File: src/rtl/mem_port_arbiter.sv
// Two-requester (MMU data path, VGA DMA) arbiter for the single data-RAM port; one access in flight.
// Optional anti-starvation guard for DMA: define MEM_PORT_ARBITER_STARVE_GUARD_EN.
module mem_port_arbiter #(
    parameter int ADDR_W       = 64,
    parameter int DATA_W       = 64,
    parameter int RD_LATENCY   = 1,
    parameter int STARVE_LIMIT = 8
) (
    input  logic              clk,
    input  logic              aresetn,
    input  logic              cpu_req,
    input  logic              cpu_we,
    input  logic [ADDR_W-1:0] cpu_addr,
    input  logic [DATA_W-1:0] cpu_wdata,
    output logic              cpu_gnt,
    output logic              cpu_rvalid,
    output logic [DATA_W-1:0] cpu_rdata,
    input  logic              dma_req,
    input  logic [ADDR_W-1:0] dma_addr,
    output logic              dma_gnt,
    output logic              dma_rvalid,
    output logic [DATA_W-1:0] dma_rdata,
    output logic [ADDR_W-1:0] mem_addr,
    output logic [DATA_W-1:0] mem_wdata,
    output logic              mem_we,
    input  logic [DATA_W-1:0] mem_rdata,
    output logic              busy
);

    typedef enum logic [1:0] {IDLE, ACCESS, WAIT, DONE} state_t;

    localparam logic [2:0] WAIT_INIT = 3'((RD_LATENCY > 0) ? (RD_LATENCY - 1) : 0);

    state_t     state;
    logic       owner_dma;
    logic       lat_we;
    logic [2:0] wait_cnt;
    logic       pick_cpu;
    logic       pick_dma;
    logic       finish;

`ifdef MEM_PORT_ARBITER_STARVE_GUARD_EN
    logic [3:0] starve_cnt;
    logic       force_dma;
    assign force_dma = dma_req && (starve_cnt >= 4'(STARVE_LIMIT));
`endif

    always_comb begin
        pick_dma = 1'b0;
        pick_cpu = 1'b0;
`ifdef MEM_PORT_ARBITER_STARVE_GUARD_EN
        pick_dma = dma_req && (!cpu_req || force_dma);
`else
        pick_dma = dma_req && !cpu_req;
`endif
        pick_cpu = cpu_req && !pick_dma;
    end

    // The edge that ends the last data-wait cycle: capture read data and move to DONE.
    assign finish = ((state == ACCESS) && (RD_LATENCY == 0)) ||
                    ((state == WAIT) && (wait_cnt == 3'd0));

    always_ff @(posedge clk or negedge aresetn) begin
        if (!aresetn) begin
            state      <= IDLE;
            owner_dma  <= 1'b0;
            lat_we     <= 1'b0;
            wait_cnt   <= 3'd0;
            cpu_gnt    <= 1'b0;
            cpu_rvalid <= 1'b0;
            cpu_rdata  <= '0;
            dma_gnt    <= 1'b0;
            dma_rvalid <= 1'b0;
            dma_rdata  <= '0;
            mem_addr   <= '0;
            mem_wdata  <= '0;
            mem_we     <= 1'b0;
            busy       <= 1'b0;
`ifdef MEM_PORT_ARBITER_STARVE_GUARD_EN
            starve_cnt <= 4'd0;
`endif
        end else begin
            cpu_gnt    <= 1'b0;
            dma_gnt    <= 1'b0;
            cpu_rvalid <= 1'b0;
            dma_rvalid <= 1'b0;
            mem_we     <= 1'b0;
            case (state)
                IDLE, DONE: begin
                    if (pick_cpu || pick_dma) begin
                        state     <= ACCESS;
                        busy      <= 1'b1;
                        owner_dma <= pick_dma;
                        lat_we    <= pick_cpu && cpu_we;
                        mem_we    <= pick_cpu && cpu_we;
                        mem_addr  <= pick_dma ? dma_addr : cpu_addr;
                        if (pick_cpu) mem_wdata <= cpu_wdata;
                        cpu_gnt   <= pick_cpu;
                        dma_gnt   <= pick_dma;
`ifdef MEM_PORT_ARBITER_STARVE_GUARD_EN
                        if (pick_dma)
                            starve_cnt <= 4'd0;
                        else if (dma_req && (starve_cnt != 4'hF))
                            starve_cnt <= starve_cnt + 4'd1;
`endif
                    end else begin
                        state <= IDLE;
                        busy  <= 1'b0;
                    end
                end
                ACCESS: begin
                    if (!finish) begin
                        state    <= WAIT;
                        wait_cnt <= WAIT_INIT;
                    end
                end
                WAIT: begin
                    if (!finish) wait_cnt <= wait_cnt - 3'd1;
                end
                default: state <= IDLE;
            endcase

            if (finish) begin
                state <= DONE;
                if (owner_dma) begin
                    dma_rvalid <= 1'b1;
                    dma_rdata  <= mem_rdata;
                end else begin
                    cpu_rvalid <= 1'b1;
                    if (!lat_we) cpu_rdata <= mem_rdata;
                end
            end
        end
    end

endmodule

File: config.mk
export PLATFORM = sky130hd
export DESIGN_NAME = mem_port_arbiter
export DESIGN_NICKNAME = d
export VERILOG_FILES = /design/src/rtl/mem_port_arbiter.sv
export SDC_FILE = /design/constraint.sdc
export NUM_CORES = 1
export LEC_CHECK = 0
export BUFFER_PORTS_ARGS = -buffer_cell sky130_fd_sc_hd__buf_2
export CELL_PAD_IN_SITES_DETAIL_PLACEMENT = 1
export CELL_PAD_IN_SITES_GLOBAL_PLACEMENT = 2
export CORE_UTILIZATION = 26
export DETAILED_ROUTE_END_ITERATION = 7
export MAX_ROUTING_LAYER = met4
export PLACE_DENSITY = 0.77
export SLEW_MARGIN = 20
export SYNTH_ARGS = -nofsm -noshare
export SYNTH_HDL_FRONTEND = slang
export SYNTH_SLANG_ARGS = --single-unit
File: constraint.sdc
create_clock -name clk -period 1.8 [get_ports clk]
set_input_delay 0.45 -clock clk [delete_from_list [all_inputs] [get_ports clk]]
set_output_delay 0.45 -clock clk [all_outputs]
set_load 0.01 [all_outputs]
==> summary.txt, run 1 <==
GRT
  • Initial antenna violation count: 5
  • Global-route wire length before repair: 55300 µm
  • Vias in the first global route: 9590
  • Grt total ovfl: 0
  • Largest net degree at the start of global routing: 138
  • GRT Total Usage: 17.4%

Yosys
  • Yosys cell types: 25
  • Synth Register Bits: 269
  • Syn Area/Cell: 13.4 µm²
  • Sequential-to-total area share from yosys stat: 62.0%
  • Synth Cell Area: 10900 µm²
  • Yosys top cell by area: dfrtp_1
  • Post-synth top area share: 62.0%
  • Syn nets: 1077
  • Area contributors post-synth: dfrtp_1, mux2_2, o22ai_1
  • Gate Count Post-Synth: 812
  • Synthesis Warnings: 0

Flow run
  • Max Cap Viol: 0

Place
  • GPL Wtd Cong: 0.774
  • I/O Buffers: 522
  • DPL Wire Length: 27400 µm

Finish
  • Commonest non-fill, non-tap cell in the layout: buf_2
  • Number of fill cells: 4604
  • Most frequent cells in the layout: buf_2, dfrtp_1, mux2_2
  • Share of layout cells above drive strength 1: 59.3%
  • Final #Nets: 1628
  • Final Util: 38.5%
  • Layout area overhead: 45.4%

Critical path
  • CP top delay family: buffers and inverters
  • Worst path most repeated cell: buf_12
  • CP max FO: 16
  • Worst-path cell chain: inv_1, ha_2, ha_4, nand2_4, nor3_4, buf_12, buf_12, mux2_2
  • Kind of critical path: register to register
  • WP data arrival: 2.20 ns
  • Worst setup SP type: register
  • Slowest cell on crit path: dfrtp_1
  • CP startpoint: wait_cnt[0]$_DFFE_PN0P_
  • Worst path required time: 2.20 ns
  • Largest stage delay, worst path: 0.38 ns
  • R2r startpoint: wait_cnt[0]$_DFFE_PN0P_
  • Element type at the critical path end: register
  • Bufs and invs on worst path: 3

Detailed routing
  • Number of remaining DRC errors: 134
  • Routed Antenna Nets: 0
  • WL final: 38500 µm
  • TritonRoute pass-1 iters: 6
  • DR vias: 8957
  • DR WL/cell: 20.0 µm
  • Drt first-iter violations: 388
  • Vias per cell: 4.65

Clock tree
  • Clock root buffer: clkbuf_16
  • Worst-path clk slew: 0.06 ns
  • Worst-Skew Late Latency: 0.53 ns
  • CTS sink count: 269
  • CTS tree: yes
  • CTS Buf Count: 34
  • Maximum buffer depth of the clock tree: 3
  • H-tree depth: 2

Timing
  • Post-route worst setup slack: -0.00347 ns
  • F_max: 554 MHz
  • RSZ-0062 raised after global routing: yes
  • Slew HR: 64.2%
  • Slew Limit Fails: 0
  • Worst-Margin Slew: 0.537 ns
  • Hold Vio Cnt, Final: 0
  • Crit share post-route: 100%
  • Final min period: 1.80 ns
  • Clk_skew: 0.0234 ns
  • # setup viols final: 1

Status
  • Failing checks: DRC, setup timing
  • Status: complete, but fails checks

Die
  • Die Height: 206 µm
  • Boundary Pins: 523
  • Placeable Area: 41000 µm²
  • Initial Utilization: 26.5%
  • Rows: 74
  • Die ar.: 42600 µm²
  • DIE WIDTH: 206 µm

Power and ir drop
  • Pwr dens: 2030 nW/µm²
  • Total Power: 32100 µW
  • P_leak: 0.00746 µW
  • Peak supply drop: 1.28 mV

Worst hold path
  • Min-delay src: cpu_wdata[60]
  • Min-Delay Path Class: input port to register
-- final cells by class --
class / instances / area (µm²) / area share, %
multi-input combinational: 480 / 3970 / 25.2
clock inverter: 11 / 130 / 0.824
tap: 532 / 666 / 4.22
antenna: 6 / 15.0 / 0.0951
timing repair buffer: 570 / 3260 / 20.6
clock buffer: 49 / 977 / 6.19
inverter: 8 / 40.0 / 0.254
sequential: 269 / 6730 / 42.6
-- metal layers --
metal	share of wire [%]	GRT usage [%]
met1	39	19.5
met3	7.3	4.94
met4	2.0	5.65
met5	0	-
met2	52	29.9
-- through the flow --
| stage | cells | TNS, ns | hold slack (ns) | area (µm²) | worst slack (ns) |
|---|---|---|---|---|---|
| global placement | 1854 | -0.0508 | 0.447 | 14400 | -0.00394 |
| floorplan | 812 | -2.54 | 0.154 | 10900 | -0.0440 |
| CTS | 1915 | -0.200 | 0.106 | 15600 | -0.0263 |
| finish | 1925 | -0.00347 | 0.147 | 15800 | -0.00347 |
| detailed placement | 1854 | -0.277 | 0.451 | 14400 | -0.0251 |
| global route | 1924 | -5.23 | 0.124 | 15800 | -0.114 |
-- worst register-to-register path, stage by stage, from the launching register on --
cell and delay, ns:
dfrtp_1 0.38, inv_1 0.07, ha_2 0.18, ha_4 0.17
nand2_4 0.06, nor3_4 0.14, buf_12 0.17, buf_12 0.16
mux2_2 0.35
-- state kept, by name, indices dropped and copies added, names as in the netlist --
| name | flops |
|---|---|
| cpu_gnt | 1 |
| dma_rdata | 64 |
| dma_rvalid | 1 |
| mem_wdata | 64 |
| owner_dma | 1 |
| lat_we | 1 |
| wait_cnt | 3 |
| mem_we | 1 |
| busy | 1 |
| state | 2 |
| dma_gnt | 1 |
| cpu_rvalid | 1 |
| mem_addr | 64 |
| cpu_rdata | 64 |
-- what timing repair did --
action,in CTS,in global routing
gates resized for setup,1,35
hold buffers,1,0
gates cloned,0,3
setup buffers,0,1
endpoints found under the setup margin,40,133
endpoints found under the hold margin,45,0
-- final timing paths --
check                      slack, ns  cells after the start                        end
hold / removal                  0.15                      2  mem_wdata[60]$_DFFE_PN0P_
setup / recovery              -0.003                      8  cpu_rdata[55]$_DFFE_PN0P_
min in group asynchronous       0.48                      2   dma_rdata[0]$_DFFE_PN0P_
max in group asynchronous       0.66                      3  mem_wdata[55]$_DFFE_PN0P_
hold reg to reg                 0.47                      1    wait_cnt[0]$_DFFE_PN0P_
setup reg to reg              -0.003                      8  cpu_rdata[55]$_DFFE_PN0P_
-- power breakdown --
part / internal, µW / leakage, µW / switching, µW / total (µW)
logic: 6940 / 0.00377 / 7350 / 14300
registers: 9190 / 0.00314 / 1860 / 11100
clock network: 4080 / 0.000543 / 2670 / 6750
-- synth_stat cells (all sizes together) --
| cell | n |
|---|---|
| a211o | 1 |
| a21o | 1 |
| a21oi | 3 |
| a22o | 1 |
| and3 | 1 |
| buf | 33 |
| clkbuf | 22 |
| clkinv | 1 |
| dfrtp | 269 |
| ha | 4 |
| inv | 7 |
| mux2 | 192 |
| mux2i | 2 |
| nand2 | 5 |
| nand2b | 66 |
| nand3 | 1 |
| nor2 | 71 |
| nor3 | 1 |
| o211ai | 1 |
| o22ai | 129 |
| or2 | 1 |
-- cells by family (layout without fill, tap and decap cells) --
logic type / after synthesis / count (layout) / share of synthesized area [%]
flops: 269 / 269 / 62.0
mux: 194 / 194 / 20.1
simple gates: 146 / 146 / 6.77
compound gates: 136 / 136 / 7.87
buf+inv: 63 / 638 / 2.79
fa+ha+maj: 4 / 4 / 0.461
other cells: 0 / 6 / 0
No activity file was read; power rests on OpenSTA's default activity.
==> run 2: changes to the inputs <==
- CORE_AREA: not set -> 2 2 202 204
- CORE_UTILIZATION: 26 -> not set
- DIE_AREA: not set -> 0 0 204 206
- clock period: 1.8 -> 2.1 ns (I/O delays scaled with it)
==> run 2 against run 1 <==
Net effect: highest routed layer unchanged; critical path depth did not move; the run now ends clean; routed wire length down 4.9%; sequential power fell by 15%.
==> summary.txt, run 2 (synthesized netlist as in run 1, its figures left out) <==
Timing
  • Final min period: 1.94 ns (+0.139 ns)
  • # setup viols final: 0 (-1)
  • Setup TNS: 0 ns (+0.00347 ns)
  • Post-route worst setup slack: 0.157 ns (+0.161 ns)
  • RSZ-0062 raised after global routing: no
  • Slew HR: 58.5% (-5.7 points)
  • Crit share post-route: 92.5% (-7.7 points)
  • Worst-Margin Slew: 0.622 ns (+0.0848 ns)
  • F_max: 515 MHz (-7.2%)
  • Clk_skew: 0.00995 ns (-0.0134 ns)
  • Slew Limit Fails: 0 (unchanged)
  • Hold Vio Cnt, Final: 0 (unchanged)

Power and ir drop
  • P_leak: 0.00726 µW (-2.6%)
  • Peak supply drop: 1.06 mV (-17%)
  • Pwr dens: 1730 nW/µm² (-15%)
  • Combinational fraction of design power: 43.0% (-1.5 points)
  • Int Pwr: 16900 µW (-16%)
  • Flop pwr share: 35.4% (+1.0 points)
  • Clk pwr share: 21.6% (+0.6 points)
  • Switch Pwr: 9860 µW (-17%)
  • Sw Share: 36.9% (-0.14 points)

Place
  • DPL Wire Length: 27000 µm (-1.5%)
  • DP Area: 14300 µm² (-0.68%)
  • I/O Buffers: 522 (unchanged)
  • GPL Wtd Cong: 0.778 (+0.49%)
  • Pre-CTS setup slack: 0.100 ns (+0.125 ns)
  • Post-Place Cells: 1847 (-0.38%)

Critical path
  • Element type at the critical path end: register
  • R2r startpoint: wait_cnt[0]$_DFFE_PN0P_
  • Kind of critical path: register to register
  • WP data arrival: 2.39 ns (+0.19 ns)
  • Worst setup SP type: register
  • Worst path required time: 2.55 ns (+0.35 ns)
  • Reg2Reg Setup Slack: 0.16 ns (+0.16 ns)
  • CP max FO: 17 (+1)
  • Reg-to-reg endpoint: cpu_rdata[21]$_DFFE_PN0P_
  • Worst Reg-to-Reg Cells: 8 (unchanged)

Detailed routing
  • Vias per cell: 4.60 (-1.1%)
  • DRT met1 WL: 14600 µm (-2.5%)
  • Detail Route met2 WL: 18500 µm (-7.0%)
  • Routed Antenna Nets: 0 (unchanged)
  • WL final: 36600 µm (-4.9%)
  • Top layer in use: met4
  • DR vias: 8789 (-1.9%)
  • WL met3: 2760 µm (-2.1%)
  • Number of remaining DRC errors: 0 (-100%)
  • TritonRoute pass-1 iters: 4 (-2)
  • DR WL/cell: 19.1 µm (-4.1%)
  • Drt first-iter violations: 286 (-26%)

Flow run
  • Max Cap Viol: 0 (unchanged)

GRT
  • Grt total ovfl: 0 (unchanged)
  • Largest net degree at the start of global routing: 138 (unchanged)
  • Initial antenna violation count: 4 (-1)
  • Global-route wire length before repair: 54700 µm (-1.2%)
  • Vias in the first global route: 9378 (-2.2%)
  • GRT Total Usage: 17.0% (-0.42 points)

Clock tree
  • Maximum buffer depth of the clock tree: 3 (unchanged)
  • Clock root buffer: clkbuf_16
  • Worst-Skew Late Latency: 0.57 ns (+0.04 ns)
  • CTS sink count: 269 (unchanged)
  • CTS tree: yes
  • Worst-path clk slew: 0.06 ns (about the same)
  • CTS Buf Count: 31 (-8.8%)
  • H-tree depth: 1 (-1)

Finish
  • Final #Nets: 1614 (-0.86%)
  • Most frequent cells in the layout: buf_2, dfrtp_1, mux2_2
  • Share of layout cells above drive strength 1: 58.9% (-0.34 points)
  • Commonest non-fill, non-tap cell in the layout: buf_2
  • Final Cell Area: 15500 µm² (-2.0%)
  • Non-Filler Instances: 1909 (-0.83%)
  • Layout area overhead: 42.5%

Die
  • Placeable Area: 40200 µm² (-2.0%)
  • Die Height: 206 µm (-0.16%)
  • Boundary Pins: 523 (unchanged)
  • Initial Utilization: 27.0% (+0.55 points)
  • Die ar.: 42000 µm² (-1.3%)
  • DIE WIDTH: 204 µm (-1.1%)
  • Rows: 74 (unchanged)

Worst hold path
  • Min-delay src: cpu_req
  • Min-Delay Path Class: input port to register
  • Hold EP: dma_gnt$_DFF_PN0_
  • Hold Path Depth: 2 (unchanged)

Status
  • Status: finished, final reports clean
[run 2: layer usage]
| metal | global-route usage, % | vias to the layer above |
|---|---|---|
| met1 | 20.1 | 4435 |
| li1 | - | 3990 |
| met5 | - | - |
| met4 | 4.17 | 0 |
| met2 | 29.4 | 317 |
| met3 | 3.99 | 47 |
[run 2: worst max-delay path, stage by stage (launching register included)]
cell     delay [ns]
dfrtp_1        0.39
inv_1          0.06
ha_1           0.15
ha_2           0.23
nand2_2        0.11
nor3_4         0.16
buf_12         0.19
buf_12         0.17
mux2_2         0.35
[run 2: worst max-delay path by stage]
| stage | start | to | cells after the start |
|---|---|---|---|
| 6_report | wait_cnt[0]$_DFFE_PN0P_ | cpu_rdata[21]$_DFFE_PN0P_ | 8 |
| 5_1_grt | wait_cnt[0]$_DFFE_PN0P_ | cpu_rdata[24]$_DFFE_PN0P_ | 8 |
| 4_1_cts | wait_cnt[0]$_DFFE_PN0P_ | cpu_rdata[16]$_DFFE_PN0P_ | 8 |
| 3_5_place_dp | wait_cnt[0]$_DFFE_PN0P_ | cpu_rdata[29]$_DFFE_PN0P_ | 8 |
| 3_3_place_gp | wait_cnt[0]$_DFFE_PN0P_ | cpu_rdata[21]$_DFFE_PN0P_ | 8 |
| 2_1_floorplan | wait_cnt[0]$_DFFE_PN0P_ | cpu_rdata[16]$_DFFE_PN0P_ | 7 |
[run 2: area by class of cell]
cell class | count | area (µm²)
Inverter | 8 | 30.0
Timing Repair Buffer | 559 | 3090
Fill cell | 4575 | 24700
Clock inverter | 18 | 233
Sequential cell | 269 | 6730
Multi-Input combinational cell | 480 | 3840
Tap cell | 532 | 666
Clock buffer | 39 | 866
Antenna cell | 4 | 10.0
[run 2: repair_timing]
action	CTS	global route
endpoints found under the hold margin	36	0
setup buffers	0	0
setup endpoints to repair	0	25
hold buffers	1	0
resized for setup	0	1
[run 2: stage by stage]
| stage | power (µW) | hold WS [ns] | util (%) |
|---|---|---|---|
| floorplan | 16000 | 0.229 | - |
| global placement | 20700 | 0.464 | 35.7 |
| detailed placement | 21200 | 0.480 | 35.7 |
| CTS | 27100 | 0.150 | 38.5 |
| global route | 28500 | 0.171 | 38.5 |
| finish | 26700 | 0.180 | 38.5 |
[run 2: power groups by stage]
stage	Combinational (µW)	Sequential [µW]	Clock, µW
5_1_grt	12500	9840	6190
3_3_place_gp	11300	9400	0
3_5_place_dp	11600	9540	0
4_1_cts	11700	9500	5940
2_1_floorplan	5500	10500	0
6_report	11500	9470	5780
